$ cat src/rtl/plot_port_scheduler.sv
// rtl/plot_port_scheduler.sv - shares the VGA plot port between clear, notes and player requesters
// Runs CLEAR -> NOTES -> PLAYER per frame_start; streams player pixels while idle.
module plot_port_scheduler #(
  parameter int X_W     = 8,
  parameter int Y_W     = 7,
  parameter int C_W     = 3,
  parameter int TIMEOUT = 1024
) (
  input  logic             clock,
  input  logic             resetn,
  input  logic             frame_start,
  input  logic [2:0]       req_valid,
  input  logic [2:0]       req_last,
  input  logic [3*X_W-1:0] req_x,
  input  logic [3*Y_W-1:0] req_y,
  input  logic [3*C_W-1:0] req_colour,
  output logic [2:0]       grant,
  output logic [X_W-1:0]   vga_x,
  output logic [Y_W-1:0]   vga_y,
  output logic [C_W-1:0]   vga_colour,
  output logic             vga_plot,
  output logic             ready_for_song,
  output logic             frame_done,
  output logic             timeout_err,
  output logic [3:0]       overrun_cnt
);

  localparam int TW = $clog2(TIMEOUT);
  localparam logic [TW-1:0] TIMER_MAX = TW'(TIMEOUT - 1);

  typedef enum logic [2:0] {IDLE, CLEAR, NOTES, PLAYER, DONE} stateT;

  stateT          state, stateNext;
  logic [TW-1:0]  phaseTimer;
  logic           inPhase;
  logic           anyXfer;
  logic           lastHit;
  logic           timerExpired;
  logic [X_W-1:0] selX;
  logic [Y_W-1:0] selY;
  logic [C_W-1:0] selC;

  always_comb begin
    grant = 3'b000;
    selX  = req_x[2*X_W +: X_W];
    selY  = req_y[2*Y_W +: Y_W];
    selC  = req_colour[2*C_W +: C_W];
    case (state)
      IDLE:   grant = 3'b100;
      CLEAR: begin
        grant = 3'b001;
        selX  = req_x[0 +: X_W];
        selY  = req_y[0 +: Y_W];
        selC  = req_colour[0 +: C_W];
      end
      NOTES: begin
        grant = 3'b010;
        selX  = req_x[X_W +: X_W];
        selY  = req_y[Y_W +: Y_W];
        selC  = req_colour[C_W +: C_W];
      end
      PLAYER: grant = 3'b100;
      default: grant = 3'b000;
    endcase
  end

  assign inPhase      = (state == CLEAR) || (state == NOTES) || (state == PLAYER);
  assign anyXfer      = |(req_valid & grant);
  // req_last only matters inside a phase; the idle player stream never ends a frame
  assign lastHit      = inPhase && |(req_valid & req_last & grant);
  assign timerExpired = inPhase && !anyXfer && (phaseTimer == TIMER_MAX);

  always_comb begin
    stateNext = state;
    case (state)
      IDLE:    if (frame_start) stateNext = CLEAR;
      CLEAR:   if (lastHit || timerExpired) stateNext = NOTES;
      NOTES:   if (lastHit || timerExpired) stateNext = PLAYER;
      PLAYER:  if (lastHit || timerExpired) stateNext = DONE;
      default: stateNext = IDLE;
    endcase
  end

  assign ready_for_song = (state == IDLE);
  assign frame_done     = (state == DONE);

  always_ff @(posedge clock or negedge resetn) begin
    if (!resetn) begin
      state       <= IDLE;
      phaseTimer  <= '0;
      vga_x       <= '0;
      vga_y       <= '0;
      vga_colour  <= '0;
      vga_plot    <= 1'b0;
      timeout_err <= 1'b0;
      overrun_cnt <= 4'd0;
    end else begin
      state    <= stateNext;
      vga_plot <= anyXfer;
      if (anyXfer) begin
        vga_x      <= selX;
        vga_y      <= selY;
        vga_colour <= selC;
      end
      if (!inPhase || anyXfer || (stateNext != state))
        phaseTimer <= '0;
      else
        phaseTimer <= phaseTimer + 1'b1;
      if (timerExpired)
        timeout_err <= 1'b1;
      if (frame_start && (state != IDLE) && (overrun_cnt != 4'hF))
        overrun_cnt <= overrun_cnt + 4'd1;
    end
  end

endmodule

$ cat config.mk
export PLATFORM = sky130hd
export DESIGN_NAME = plot_port_scheduler
export DESIGN_NICKNAME = d
export VERILOG_FILES = /design/src/rtl/plot_port_scheduler.sv
export SDC_FILE = /design/constraint.sdc
export NUM_CORES = 1
export LEC_CHECK = 0
export ABC_AREA = 1
export CAP_MARGIN = 25
export CELL_PAD_IN_SITES_DETAIL_PLACEMENT = 1
export CELL_PAD_IN_SITES_GLOBAL_PLACEMENT = 2
export CORE_ASPECT_RATIO = 2
export CORE_MARGIN = 2
export CORE_UTILIZATION = 24
export DETAILED_ROUTE_END_ITERATION = 16
export GPL_ROUTABILITY_DRIVEN = 0
export HOLD_SLACK_MARGIN = 0.03
export PLACE_DENSITY_LB_ADDON = 0.08
export SLEW_MARGIN = 20
export SYNTH_ARGS = -nofsm -noshare
export SYNTH_HDL_FRONTEND = slang
export SYNTH_SLANG_ARGS = --single-unit
$ cat constraint.sdc
create_clock -name clock -period 2.4 [get_ports clock]
set_input_delay 0.48 -clock clock [delete_from_list [all_inputs] [get_ports clock]]
set_output_delay 0.48 -clock clock [all_outputs]
set_load 0.005 [all_outputs]
==> impl_metrics.tcl <==
set metrics [dict create \
    grt_overflow_total 0 \
    nFillCells 963 \
    synth_edf_count 0 \
    outcome "completed" \
    critical_path_class "register to output pin" \
    critical_path_required_ns 1.92 \
    drt-pass1-iter-count 4 \
    setup_violations 0 \
    port_buffers 91 \
    hpwlAfterDp_um 5021 \
    finalPower_mw 3.705 \
    first_global_vias 2225 \
    drtIter0Drc 74 \
    grt_first_pass_wirelength_um 10810 \
    routedWlPerCell_um 15.83 \
    p_int_mw 2.230 \
    cts-buffers-inserted 5 \
    ctsResizeCount 0 \
    synth_warnings 0 \
    hold_violations 0 \
    hp-class "input port to asynchronous set/reset pin" \
    final_util_pct 39.10 \
    seqPwrFrac_pct 28.3 \
    p_leak_nw 1.270 \
    worst_setup_path_end_kind "output pin" \
    clk_path_buf_depth 2 \
    worstPathMaxFanout 9 \
    hold_ws_ns 0.3269 \
    peakVddDrop_mv 0.5569 \
    max_slew.worst_pin.slew_ns 0.8819 \
    design_area_um2 3105 \
    start_util_pct 24.61 \
    fin_worst_skew_ns 0.002286 \
    grt_max_degree 38 \
    antenna_cells 0 \
    die-area_um2 8925 \
    die_h_um 131.6 \
    r2r_cells 10 \
    switchingPower_mw 1.475 \
    worst_setup_hold_path_clk_slew_ns 0.05 \
    slew_violations 0 \
    post_cts_buffers 0 \
    final_antenna_net_count 0 \
    core_area_um2 7943 \
    maxCapViolations 0 \
    cp_cell_sequence "nor2_2, nand2_4, nand2_4, clkdlybuf4s50_1" \
    crit_top_cell "nand2_4" \
    rsz0062_at_grt "no" \
    async_reset_ff_share_pct 100.0 \
    io_pins 92 \
    drive_gt1_share_pct 8.511 \
    antenna_found_initial 0 \
    p_per_area_nw_per_um2 1193 \
    nets 394 \
    cts_tree "done" \
    cp_data_arrival_time_ns 1.65 \
    clkPwrFrac_pct 17.6 \
    p_comb_share_pct 54.1 \
    cts_root_buf "clkbuf_16" \
    timing.slew.headroom_pct 41.20 \
    layout_common_cells "90 x clkdlybuf4s50_1, 74 x nand2_1, 37 x dfrtp_1" \
    crit_path_top_delay_cell "clkdlybuf4s50_1" \
    num_rows 46 \
    track_usage_pct 16.27 \
    die_x_um 67.81 \
    synth_cells 237 \
    period_share_pct 88.75 \
    swShare_pct 39.82 \
    synth_nets 302 \
    avgSynthCellArea_um2 8.246 \
    ys_types 28 \
    final_common_cell "clkdlybuf4s50_1" \
    cts.sinks 37 \
    area_delta_synth_final_pct 58.90 \
    ctsHoldBuffers 0 \
    ys_ff_latch 37 \
    vias 1948 \
    wirelength_um 6727 \
    layout_min_cycle_time_ns 2.130 \
    clkLatencyLatePin_ns 0.28 \
    crit_path_max_incr_delay_ns 0.50 \
    drc 0 \
    synth_top_flop_cell "dfrtp_1" \
    seq_area_frac_synth_pct 47.38 \
    place_area_um2 2963 \
    syn-cell-area_um2 1954 \
    fin_setup_tns_ns 0 \
    fmax_mhz 469.5 \
    h-tree-depth 2 \
    startpoint_type "register" \
    vias_per_cell 4.584 \
]
[flip-flops by register name, summed over array words and instances, names as in the netlist]
signal,cells
vga_plot,1
phaseTimer,10
overrun_cnt,4
vga_x,8
vga_colour,3
state,3
vga_y,7
timeout_err,1
[worst max-delay path, delay by kind of cell (launching register included)]
kind,cells,cell delay (ns)
simple gates,3,0.38
buf+inv,1,0.50
flops,1,0.49
[per-stage QoR]
| step | setup WS, ns | cells |
|---|---|---|
| detailed placement | 0.4221 | 418 |
| floorplan | 0.8424 | 237 |
| CTS | 0.2585 | 425 |
| global route | 0.1843 | 425 |
| finish | 0.2701 | 425 |
| global placement | 0.4746 | 418 |
[synthesized netlist by cell type, types with 3 or more instances]
master   count  area, µm²
a41oi_1     18      157.7
nor2_2       4      25.02
nand2_4      4      45.04
dfrtp_1     37      925.9
buf_2        6      30.03
inv_1       15      56.30
nand3_1     11      55.05
xor2_1       7      61.31
nand4_1      3      18.77
nand2_1     74      277.8
inv_2        4      15.01
nor2_1      34      127.6
[cells by family (layout without fill, tap and decap cells)]
group | Yosys count | after routing | synth area share, %
buf+inv | 28 | 120 | 6.338
compound gates | 25 | 25 | 10.69
simple gates | 137 | 137 | 30.73
fa+ha+maj | 2 | 2 | 1.280
xor+xnor | 8 | 8 | 3.585
flops | 37 | 37 | 47.38
[layer usage]
layer  wire length [µm]  GRT usage, %  vias to the layer above  share of wire (%)
met5                  0             0                        -                  0
met1               2462         17.34                      909                 37
met3                452         3.767                       10                6.7
met4                156         6.444                        0                2.3
li1                   -             -                      957                  -
met2               3655         29.30                       72                 54
[layout make-up]
cell class                      count  area (µm²)  share of cell area (%)
Inverter                           19       71.32                   2.297
Clock buffer                        7       142.6                   4.593
Sequential cell                    37       925.9                   29.81
Multi-Input combinational cell    172       904.6                   29.13
Tap cell                           96       120.1                   3.868
Timing Repair Buffer               94       940.9                   30.30
[power by group through the flow]
| stage | registers (mW) | logic, mW | clock network, mW |
|---|---|---|---|
| after global routing | 1.08 | 2.26 | 0.706 |
| after detailed placement | 1.06 | 2.06 | 0 |
| after floorplan | 1.04 | 1.11 | 0 |
| after global placement | 1.06 | 2.02 | 0 |
| after CTS | 1.05 | 2.07 | 0.680 |
| final | 1.05 | 2.01 | 0.651 |
[final timing paths]
path	start	to	slack, ns
setup / recovery	state[0]	grant[2]	0.27
hold reg to reg	timeout_err	timeout_err	0.47
min in group clock	timeout_err	timeout_err	0.47
hold / removal	resetn	vga_x[6]	0.33
max in group asynchronous	resetn	state[2]	1.53
setup reg to reg	state[0]	state[1]	0.48
(Power assumes the default switching activity.)
